$ cat src/rtl/lcd_pkg.sv
// ---------------------------------------------------------------------------
// lcd_pkg : shared state encodings, default timings and commands for the LCD
// Revision: 1.0
// ---------------------------------------------------------------------------
`default_nettype none

package lcd_pkg;

  typedef enum logic [2:0] {
    ST_IDLE     = 3'd0,
    ST_SETUP_HI = 3'd1,
    ST_PULSE_HI = 3'd2,
    ST_GAP      = 3'd3,
    ST_SETUP_LO = 3'd4,
    ST_PULSE_LO = 3'd5,
    ST_WAIT     = 3'd6,
    ST_DONE     = 3'd7
  } lcd_state_t;

  // Default timings at 50 MHz, shared with the power-on init controller.
  localparam int unsigned LCD_SETUP_CYCLES     = 2;
  localparam int unsigned LCD_ENABLE_CYCLES    = 12;
  localparam int unsigned LCD_GAP_CYCLES       = 50;
  localparam int unsigned LCD_WAIT_CYCLES      = 2000;
  localparam int unsigned LCD_LONG_WAIT_CYCLES = 82000;

  localparam logic [7:0] LCD_CMD_CLEAR = 8'h01;
  localparam logic [7:0] LCD_CMD_HOME  = 8'h02;

  function automatic logic [31:0] lcd_count_load(input int unsigned cycles);
    return 32'(cycles - 1);
  endfunction

  // 0x03 decodes as return-home on the controller, so it needs the long wait too.
  function automatic logic lcd_is_long_cmd(input logic rs, input logic [7:0] b);
    return !rs && ((b == LCD_CMD_CLEAR) || (b == LCD_CMD_HOME) || (b == 8'h03));
  endfunction

endpackage

`default_nettype wire

$ cat src/rtl/lcd_nibble_writer.sv
// ---------------------------------------------------------------------------
// lcd_nibble_writer : setup + LCD_E pulse sequencing for one nibble, shared by
// the high and low halves of a byte. Returns setup/pulse done strobes.
// Revision: 1.0
// ---------------------------------------------------------------------------
`default_nettype none

module lcd_nibble_writer
  import lcd_pkg::*;
(
  input  lcd_state_t i_state,
  input  lcd_state_t i_next_state,
  input  logic       i_count_zero,
  input  logic [7:0] i_byte,
  output logic       o_setup_done,
  output logic       o_pulse_done,
  output logic       o_enable_next,
  output logic [3:0] o_nibble_next
);

  always_comb begin
    o_setup_done  = i_count_zero && ((i_state == ST_SETUP_HI) || (i_state == ST_SETUP_LO));
    o_pulse_done  = i_count_zero && ((i_state == ST_PULSE_HI) || (i_state == ST_PULSE_LO));
    o_enable_next = (i_next_state == ST_PULSE_HI) || (i_next_state == ST_PULSE_LO);
    // The bus holds each nibble through the cycle after its pulse (GAP / WAIT).
    case (i_next_state)
      ST_SETUP_HI, ST_PULSE_HI, ST_GAP:  o_nibble_next = i_byte[7:4];
      ST_SETUP_LO, ST_PULSE_LO, ST_WAIT: o_nibble_next = i_byte[3:0];
      default:                           o_nibble_next = 4'h0;
    endcase
  end

endmodule

`default_nettype wire

$ cat src/rtl/lcd_byte_scheduler.sv
// ---------------------------------------------------------------------------
// lcd_byte_scheduler : byte write sequencer for the 4-bit character LCD.
// Optional macro LCD_LONG_CMD_WAIT_EN: long execution wait for clear/home.
// Revision: 1.0
// ---------------------------------------------------------------------------
`default_nettype none

module lcd_byte_scheduler
  import lcd_pkg::*;
#(
  parameter int unsigned SETUP_CYCLES     = LCD_SETUP_CYCLES,
  parameter int unsigned ENABLE_CYCLES    = LCD_ENABLE_CYCLES,
  parameter int unsigned GAP_CYCLES       = LCD_GAP_CYCLES,
  parameter int unsigned WAIT_CYCLES      = LCD_WAIT_CYCLES,
  parameter int unsigned LONG_WAIT_CYCLES = LCD_LONG_WAIT_CYCLES
) (
  input  logic       Clock,
  input  logic       Reset,
  input  logic       iInitDone,
  input  logic       iRequest,
  input  logic       iRegisterSelect,
  input  logic [7:0] iData,
  output logic       oReady,
  output logic       oDone,
  output logic       oLCD_Enabled,
  output logic       oLCD_RegisterSelect,
  output logic       oLCD_ReadWrite,
  output logic [3:0] oLCD_Data
);

  lcd_state_t  state_q, state_d;
  logic [31:0] count_q, count_d;
  logic [7:0]  byte_q, byte_d;
  logic        rs_q, rs_d;
  logic        ready_q, ready_d;
  logic        done_q, done_d;
  logic        lcd_e_q, lcd_e_d;
  logic        lcd_rs_q, lcd_rs_d;
  logic [3:0]  lcd_data_q, lcd_data_d;

  logic        count_zero;
  logic        setup_done;
  logic        pulse_done;
  logic        enable_next;
  logic [3:0]  nibble_next;
  logic [31:0] wait_load;

  assign count_zero = (count_q == 32'd0);

`ifdef LCD_LONG_CMD_WAIT_EN
  assign wait_load = lcd_is_long_cmd(rs_q, byte_q) ? lcd_count_load(LONG_WAIT_CYCLES)
                                                   : lcd_count_load(WAIT_CYCLES);
`else
  logic unused_long_wait;
  assign unused_long_wait = ^LONG_WAIT_CYCLES;
  assign wait_load        = lcd_count_load(WAIT_CYCLES);
`endif

  lcd_nibble_writer u_nibble_writer (
    .i_state       (state_q),
    .i_next_state  (state_d),
    .i_count_zero  (count_zero),
    .i_byte        (byte_d),
    .o_setup_done  (setup_done),
    .o_pulse_done  (pulse_done),
    .o_enable_next (enable_next),
    .o_nibble_next (nibble_next)
  );

  always_comb begin
    state_d = state_q;
    count_d = count_zero ? 32'd0 : count_q - 32'd1;
    byte_d  = byte_q;
    rs_d    = rs_q;
    case (state_q)
      ST_IDLE: begin
        if (iRequest && ready_q) begin
          state_d = ST_SETUP_HI;
          count_d = lcd_count_load(SETUP_CYCLES);
          byte_d  = iData;
          rs_d    = iRegisterSelect;
        end
      end
      ST_SETUP_HI: if (setup_done) begin
        state_d = ST_PULSE_HI;
        count_d = lcd_count_load(ENABLE_CYCLES);
      end
      ST_PULSE_HI: if (pulse_done) begin
        state_d = ST_GAP;
        count_d = lcd_count_load(GAP_CYCLES);
      end
      ST_GAP: if (count_zero) begin
        state_d = ST_SETUP_LO;
        count_d = lcd_count_load(SETUP_CYCLES);
      end
      ST_SETUP_LO: if (setup_done) begin
        state_d = ST_PULSE_LO;
        count_d = lcd_count_load(ENABLE_CYCLES);
      end
      ST_PULSE_LO: if (pulse_done) begin
        state_d = ST_WAIT;
        count_d = wait_load;
      end
      ST_WAIT: if (count_zero) begin
        state_d = ST_DONE;
        count_d = 32'd0;
      end
      default: begin
        state_d = ST_IDLE;
        count_d = 32'd0;
      end
    endcase

    // Outputs are registered from the next state so they line up with it.
    ready_d    = iInitDone && (state_d == ST_IDLE);
    done_d     = (state_d == ST_DONE);
    lcd_e_d    = enable_next;
    lcd_rs_d   = rs_d && (state_d != ST_IDLE) && (state_d != ST_DONE);
    lcd_data_d = nibble_next;
  end

  always_ff @(posedge Clock) begin
    if (Reset) begin
      state_q    <= ST_IDLE;
      count_q    <= 32'd0;
      byte_q     <= 8'h00;
      rs_q       <= 1'b0;
      ready_q    <= 1'b0;
      done_q     <= 1'b0;
      lcd_e_q    <= 1'b0;
      lcd_rs_q   <= 1'b0;
      lcd_data_q <= 4'h0;
    end else begin
      state_q    <= state_d;
      count_q    <= count_d;
      byte_q     <= byte_d;
      rs_q       <= rs_d;
      ready_q    <= ready_d;
      done_q     <= done_d;
      lcd_e_q    <= lcd_e_d;
      lcd_rs_q   <= lcd_rs_d;
      lcd_data_q <= lcd_data_d;
    end
  end

  assign oReady              = ready_q;
  assign oDone               = done_q;
  assign oLCD_Enabled        = lcd_e_q;
  assign oLCD_RegisterSelect = lcd_rs_q;
  assign oLCD_ReadWrite      = 1'b0;
  assign oLCD_Data           = lcd_data_q;

endmodule

`default_nettype wire

$ cat config.mk
export PLATFORM = sky130hd
export DESIGN_NAME = lcd_byte_scheduler
export DESIGN_NICKNAME = d
export VERILOG_FILES = /design/src/rtl/lcd_pkg.sv /design/src/rtl/lcd_nibble_writer.sv /design/src/rtl/lcd_byte_scheduler.sv
export SDC_FILE = /design/constraint.sdc
export NUM_CORES = 1
export LEC_CHECK = 0
export BUFFER_PORTS_ARGS = -buffer_cell sky130_fd_sc_hd__buf_2
export CORE_MARGIN = 5
export CORE_UTILIZATION = 63
export DETAILED_ROUTE_END_ITERATION = 16
export PLACE_DENSITY = 0.84
export SLEW_MARGIN = 20
export SYNTH_ARGS = -nofsm -noshare
export SYNTH_HDL_FRONTEND = slang
export SYNTH_SLANG_ARGS = --single-unit
$ cat constraint.sdc
create_clock -name Clock -period 5.8 [get_ports Clock]
set_input_delay 1.16 -clock Clock [delete_from_list [all_inputs] [get_ports Clock]]
set_output_delay 1.16 -clock Clock [all_outputs]
set_load 0.02 [all_outputs]
==> reports/results.tsv, run 1 <==
stage	metric	value	unit
timing	hold_viol_final	0	
floorplanning	std_cell_rows	22	
clock_tree	cts_num_sinks	52	
clock_tree	post-cts-setup-buffers	0	
timing	max-slew-margin-rel	42.2	%
setup_path	worstReg2RegStart	count_q[11]$_SDFF_PP0_	
floorplanning	num_io_pins	22	
setup_path	crit_type	register to register	
power	intPower	764	uW
global_route	grt_antenna_before_repair	0	
floorplanning	die-area	5090	um^2
clock_tree	cts_resized	0	
routing	antenna_left	0	
yosys	synth.avg_cell_area	8.71	um^2
timing	maxSlewViolCount	0	
timing	setup_viol	0	
run	drv_cap	0	
power	clockPowerShare	22.0	%
timing	period_needed	3.25	ns
yosys	synth_top_family_by_area	simple AND/OR/NAND/NOR gates	
timing	skew	0.00586	ns
power	p_sw	417	uW
finish	syn2layout_area_growth	9.29	%
clock_tree	clk_pin_slew	0.09	ns
yosys	ys_seq_area_share	43.9	%
setup_path	crit_fanout	26	
clock_tree	clockBufferDepth	2	
setup_path	crit_required	5.96	ns
routing	via_per_inst	5.48	
yosys	synth_fa_ha_area_share	1.06	%
finish	postLayoutCoreUtil	70.7	%
timing	hold_slack	0.462	ns
min_path	min_from	count_q[21]$_SDFF_PP0_	
routing	drc	0	
clock_tree	cts_tree	built	
yosys	synth_xor_area_share	9.98	%
clock_tree	clock_latency	0.29	ns
global_route	grt_use_total	17.1	%
routing	vias	1818	
finish	antennaDiodeCount	0	
power	seq_power_share	39.1	%
placed_design	dp_hpwl	2960	um
clock_tree	cts_inserted_buffers	5	
yosys	synthCells	272	
global_route	grt_max_degree	27	
timing	fin_setup_tns	0	ns
min_path	hold_path.class	register to register	
finish	nets	298	
clock_tree	cts_hold_buf	0	
global_route	grt_pass1_wl	7120	um
finish	layout-drive-gt1-share	16.2	%
global_route	grt_pass1_vias	1632	
yosys	ys_ff_latch	52	
power	p_leak	0.00108	uW
timing	tightest_slew	0.859	ns
global_route	globalRoute.totalOverflow	0	
setup_path	cp-end-kind	register	
floorplanning	die_x	71.3	um
yosys	muxShareOfSynthArea	3.80	%
yosys	synthSimpleGateAreaFrac	27.5	%
run_status	status	finished clean	
placed_design	dp.cells	324	
timing	fin_crit_sh	56.0	%
routing	drtIter0Drc	98	
floorplanning	die_h	71.3	um
power	combPwrFrac	38.8	%
timing	clock.fmax	308	MHz
yosys	synth_compound_area_share	9.19	%
yosys	syn_area	2370	um^2
setup_path	cp-startpoint	count_q[11]$_SDFF_PP0_	
placed_design	port_buffers	20	
finish	finalNonFillerCells	332	
yosys	syn-num-nets	287	
routing	wl	4220	um
power	powerDensity	456	nW/um^2
yosys	ys_types	40	
placed_design	gp_congestion	0.789	
floorplanning	core_area	3660	um^2
clock_tree	cts_max_level	2	
yosys	synth_top_area_cell	dfxtp_1	
timing	rsz0062_at_grt	no	
yosys	yosysTopAreaCellShare	43.9	%
floorplanning	start_util	64.7	%
yosys	yosysWarnings	0	
power	netSwitchingFraction	35.3	%
routing	wl_per_cell	12.7	um
setup_path	start_kind	register	
power	irDropWorstVdd	0.000251	V
clock_tree	clock-root-buffer	clkbuf_8	
setup_path	cp.arrival	3.41	ns
routing	dr.pass1.iters	4	
yosys	synth_area_leaders	dfxtp_1 44%, xnor2_1 8.5%, nor2_1 5.2%	
## sequential cells by signal (all words and copies together), names as in the netlist
name / count
state_q: 3
oLCD_RegisterSelect: 1
oDone: 1
count_q: 32
rs_q: 1
oLCD_Enabled: 1
byte_q: 8
oReady: 1
oLCD_Data: 4
## routing by layer
layer,vias up,track usage (%),share of wire [%]
li1,965,-,-
met1,816,22.7,50
met2,33,27.8,46
met3,4,3.79,3.5
met4,0,5.01,0.97
met5,-,0,0
## synthesized netlist by cell type, drive strengths merged
master   n
a211oi   3
a21o     1
a21oi    8
a311oi   1
and2     2
and3     1
and3b    1
buf      4
clkbuf  12
conb     1
dfxtp   52
ha       2
inv     10
mux2i    9
nand2   12
nand2b   4
nand3    3
nand3b   1
nor2    33
nor2b    2
nor3    18
nor3b    1
nor4     8
nor4b    1
o211a    2
o21a     1
o21ai   12
o22ai    4
o311ai   1
o41ai    2
or2     13
or3      8
or4     11
or4b     1
xnor2   23
xor2     4
## cells by family (layout without fill, tap and decap cells)
group                      Yosys count  in the layout
and+or+nand+nor                    120            120
DFF                                 52             52
buffers and inverters               26             38
other                                1              1
adders and majority gates            2              2
xor gates and xnor gates            27             27
muxes                                9              9
AOI/OAI and AO/OA                   35             35
## power by group through the flow
stage          clock network, uW  registers [uW]  logic [uW]
6_report                     260             462         458
5_1_grt                      281             472         514
4_1_cts                      266             462         460
3_5_place_dp                   0             470         455
3_3_place_gp                   0             467         449
2_1_floorplan                  0             457         394
## worst max-delay path: stages, from the launching register on
cell,delay [ns]
dfxtp_1,0.33
or4_4,0.56
or4_4,0.65
or4_1,0.73
nand2_1,0.66
o21ai_0,0.18
## layout make-up
class	count	area [um^2]
sequential	52	1040
multi-input combinational	194	1220
tap	48	60.1
clock inverter	1	30.0
inverter	10	37.5
clock buffer	7	96.3
fill	281	1070
timing repair buffer	20	100
## placed cells by master (no fill, tap or decap), types with 2 or more instances in the layout
master,instances
xnor2_1,23
ha_1,2
nor3_1,18
nor2b_1,2
o211a_1,2
nand2_1,12
o21ai_0,10
buf_2,20
o22ai_1,4
or4_1,7
o21ai_1,2
nor2_1,33
nand3_1,3
xor2_1,4
or2_2,13
dfxtp_1,52
nor4_1,8
nand2b_1,4
a21oi_1,8
inv_1,10
o41ai_1,2
or3_1,8
clkbuf_8,7
a211oi_1,3
or4_4,4
mux2i_1,9
and2_1,2
## path summary, 6_finish.rpt
path                            endpoint  slack (ns)  depth (start not counted)
setup / recovery   count_q[8]$_SDFF_PP0_        2.55                          5
hold / removal    count_q[21]$_SDFF_PP0_        0.46                          2
setup reg to reg   count_q[8]$_SDFF_PP0_        2.55                          5
hold reg to reg   count_q[21]$_SDFF_PP0_        0.46                          2
## stage by stage
stage               instance area [um^2]  power, uW  setup WS [ns]
floorplan                           2370        851           3.20
global placement                    2460        916           2.57
detailed placement                  2460        924           2.56
CTS                                 2590       1190           2.54
global route                        2590       1270           2.33
finish                              2590       1180           2.55
Note: power is estimated with default switching activity, not from simulation.
==> run 2, diff against run 1 <==
--- a/config.mk
+++ b/config.mk
@@ -5,11 +5,12 @@
 export SDC_FILE = /design/constraint.sdc
 export NUM_CORES = 1
 export LEC_CHECK = 0
+export ABC_AREA = 1
 export BUFFER_PORTS_ARGS = -buffer_cell sky130_fd_sc_hd__buf_2
 export CORE_MARGIN = 5
-export CORE_UTILIZATION = 63
+export CORE_UTILIZATION = 54
 export DETAILED_ROUTE_END_ITERATION = 16
-export PLACE_DENSITY = 0.84
+export PLACE_DENSITY = 0.76
 export SLEW_MARGIN = 20
 export SYNTH_ARGS = -nofsm -noshare
 export SYNTH_HDL_FRONTEND = slang
==> constraint.sdc (replaced) <==
create_clock -name Clock -period 2.9 [get_ports Clock]
set_input_delay 0.58 -clock Clock [delete_from_list [all_inputs] [get_ports Clock]]
set_output_delay 0.58 -clock Clock [all_outputs]
set_load 0.02 [all_outputs]
==> reports/results.tsv, run 2 <==
stage	metric	value	unit	change
run_status	status	finished clean		
routing	via_per_inst	5.07		-7.3%
timing	maxSlewViolCount	0		unchanged
setup_path	start_kind	register		
global_route	grt_use_total	17.3	%	+0.27 points
clock_tree	cts_inserted_buffers	5		unchanged
placed_design	gp_congestion	0.808		+2.4%
setup_path	rr_endpoint	oLCD_Data[2]$_SDFF_PP0_		
finish	final_cell_mix	70 x nor2_1, 63 x nand2_1, 52 x dfxtp_1		
clock_tree	cts_resized	0		unchanged
finish	layout-drive-gt1-share	19.1	%	+2.9 points
floorplanning	die_x	81.0	um	+13%
global_route	grt_pass1_vias	2204		+35%
floorplanning	die_h	81.0	um	+13%
routing	drtIter0Drc	174		+78%
global_route	globalRoute.totalOverflow	0		unchanged
setup_path	worstReg2RegStart	count_q[0]$_SDFF_PP0_		
setup_path	crit_family	simple AND/OR/NAND/NOR gates		
floorplanning	start_util	56.4	%	-8.3 points
timing	hold_slack	0.452	ns	-0.00988 ns
placed_design	dp.cells	447		+38%
clock_tree	cts_num_sinks	52		unchanged
setup_path	slowest_stage	dfxtp_1		
power	irDropWorstVdd	0.000566	V	+130%
routing	vias	2309		+27%
setup_path	cp_num_buf_inv	2		+2
global_route	grt_max_degree	18		-33%
yosys	yosysTopAreaCellShare	38.3	%	-5.6 points
floorplanning	core_area	4820	um^2	+32%
routing	antenna_left	0		unchanged
finish	nets	402		+35%
power	powerDensity	1290	nW/um^2	+180%
finish	largest_register_ffs	32		unchanged
yosys	syn-num-nets	381		+33%
finish	postLayoutCoreUtil	61.5	%	-9.2 points
clock_tree	post-cts-setup-buffers	0		unchanged
setup_path	r2r_cells	15		+10
timing	fin_crit_sh	69.6	%	+14 points
yosys	yosysMostFrequentCell	nor2_1		
run	drv_cap	0		unchanged
timing	fin_setup_tns	0	ns	unchanged
setup_path	crit_required	3.10	ns	-2.86 ns
timing	tightest_slew	0.652	ns	-0.207 ns
finish	largest_register	count_q		
global_route	grt_antenna_before_repair	0		unchanged
floorplanning	num_io_pins	22		unchanged
routing	dr.pass1.iters	4		unchanged
finish	finalNonFillerCells	455		+37%
routing	wl	5230	um	+24%
global_route	grt_pass1_wl	9020	um	+27%
setup_path	crit_type	register to register		
timing	skew	0.00838	ns	+0.00252 ns
setup_path	crit_fanout	6		-77%
yosys	synth-edff-count	0		unchanged
floorplanning	std_cell_rows	25		+14%
placed_design	port_buffers	20		unchanged
setup_path	worstSetupPathDepth	15		+10
clock_tree	cts_hold_buf	0		unchanged
finish	final_common_cell	nor2_1		
finish	syn2layout_area_growth	8.97	%	
yosys	synthFlopType	dfxtp_1		
power	p_leak	0.00145	uW	+35%
yosys	synth_area_leaders	dfxtp_1 38%, nor2_1 9.7%, nand2_1 8.7%		
routing	drc	0		unchanged
clock_tree	clockBufferDepth	2		unchanged
setup_path	cp-end-kind	register		
yosys	syn_area	2720	um^2	+15%
min_path	hold_path.class	register to register		
yosys	async_flop_share	0	%	unchanged
yosys	ys_ff_latch	52		unchanged
yosys	ys_seq_area_share	38.3	%	-5.6 points
timing	hold_viol_final	0		unchanged
yosys	ys_types	36		-10%
clock_tree	cts_tree	built		
timing	setup_viol	0		unchanged
placed_design	dp_hpwl	4030	um	+36%
floorplanning	die-area	6550	um^2	+29%
clock_tree	clock-root-buffer	clkbuf_8		
yosys	synth_common_cells	70 x nor2_1, 63 x nand2_1, 52 x dfxtp_1		
timing	max-slew-margin-rel	56.1	%	+14 points
setup_path	cpMostUsedCell	nand2_1		
clock_tree	clk_pin_slew	0.09	ns	about the same
setup_path	cp_cell_sequence	inv_1 -> ha_1 -> inv_1 -> nor2_1 -> nand2_1 -> nor2_1 -> nand2_1 -> nor2_4 -> nand2_1 -> nand2_1 -> nor2_2 -> nor2_4 -> nand2_1 -> nand3_1 -> nand2_1		
setup_path	rrSetupSlack	0.88	ns	-1.67 ns
setup_path	cp-startpoint	count_q[0]$_SDFF_PP0_		
clock_tree	cts_max_level	2		unchanged
setup_path	slowest_delay	0.31	ns	-0.42 ns
routing	wl_per_cell	11.5	um	-9.5%
timing	period_needed	2.02	ns	-1.23 ns
setup_path	crit_path_end	oLCD_Data[2]$_SDFF_PP0_		
timing	rsz0062_at_grt	no		
setup_path	cp.arrival	2.22	ns	-1.19 ns
yosys	synth.avg_cell_area	7.43	um^2	-15%
yosys	synth_top_area_cell	dfxtp_1		
yosys	yosysWarnings	0		unchanged
clock_tree	clock_latency	0.30	ns	about the same
yosys	synthCells	366		+35%
timing	clock.fmax	495	MHz	+61%
finish	antennaDiodeCount	0		unchanged
run 2: kinds of logic after synthesis:
family | synth area share, %
adder cells (fa/ha/maj) | 0.920
XOR/XNOR | 7.41
buffers and inverters | 6.07
other | 0.138
AND/OR/NAND/NOR | 39.3
AO/OA/AOI/OAI | 4.97
multiplexers | 2.95
flip-flops | 38.3
run 2: report_power, final:
part	leakage (uW)	internal, uW	switching (uW)
clock network	0.0000445	194	230
logic	0.000983	838	1450
registers	0.000423	922	204
total	0.00145	1950	1880
run 2: worst min path at each step:
stage	startpoint	end	slack, ns	depth (start not counted)
6_report	rs_q$_SDFF_PP0_	rs_q$_SDFF_PP0_	0.45	2
5_1_grt	rs_q$_SDFF_PP0_	rs_q$_SDFF_PP0_	0.48	2
4_1_cts	rs_q$_SDFF_PP0_	rs_q$_SDFF_PP0_	0.45	2
3_5_place_dp	rs_q$_SDFF_PP0_	rs_q$_SDFF_PP0_	0.44	2
3_3_place_gp	rs_q$_SDFF_PP0_	rs_q$_SDFF_PP0_	0.44	2
2_1_floorplan	rs_q$_SDFF_PP0_	rs_q$_SDFF_PP0_	0.42	2
run 2: area by class of cell:
class                   instances  area, um^2
repair buffers                 20         100
inverters                      35         131
well taps                      67        83.8
fillers                       446        1850
clock buffers                   7        86.3
flip-flops and latches         52        1040
clock inverters                 1        7.51
multi-input cells             273        1510
run 2: worst reg2reg max path: stages, from the launching register on:
cell and delay, ns:
dfxtp_1 0.31, inv_1 0.13, ha_1 0.20, inv_1 0.05, nor2_1 0.13, nand2_1 0.07
nor2_1 0.09, nand2_1 0.11, nor2_4 0.14, nand2_1 0.11, nand2_1 0.10, nor2_2 0.05
nor2_4 0.14, nand2_1 0.14, nand3_1 0.10, nand2_1 0.05
run 2: routing by layer:
metal | vias to the layer above | part of all wire, % | wire (um) | global-route usage [%]
met4 | 0 | 1.2 | 65 | 6.59
li1 | 1201 | - | - | -
met2 | 46 | 48 | 2510 | 30.1
met1 | 1056 | 47 | 2450 | 21.4
met5 | - | 0 | 0 | 0
met3 | 6 | 3.9 | 206 | 2.88
run 2: per-stage QoR:
step	cell area, um^2	total power (uW)	setup WS, ns
3_3_place_gp	2870	3370	0.960
2_1_floorplan	2720	3020	1.23
6_report	2960	3830	0.881
3_5_place_dp	2870	3410	0.903
4_1_cts	2960	3850	0.893
5_1_grt	2960	4190	0.692
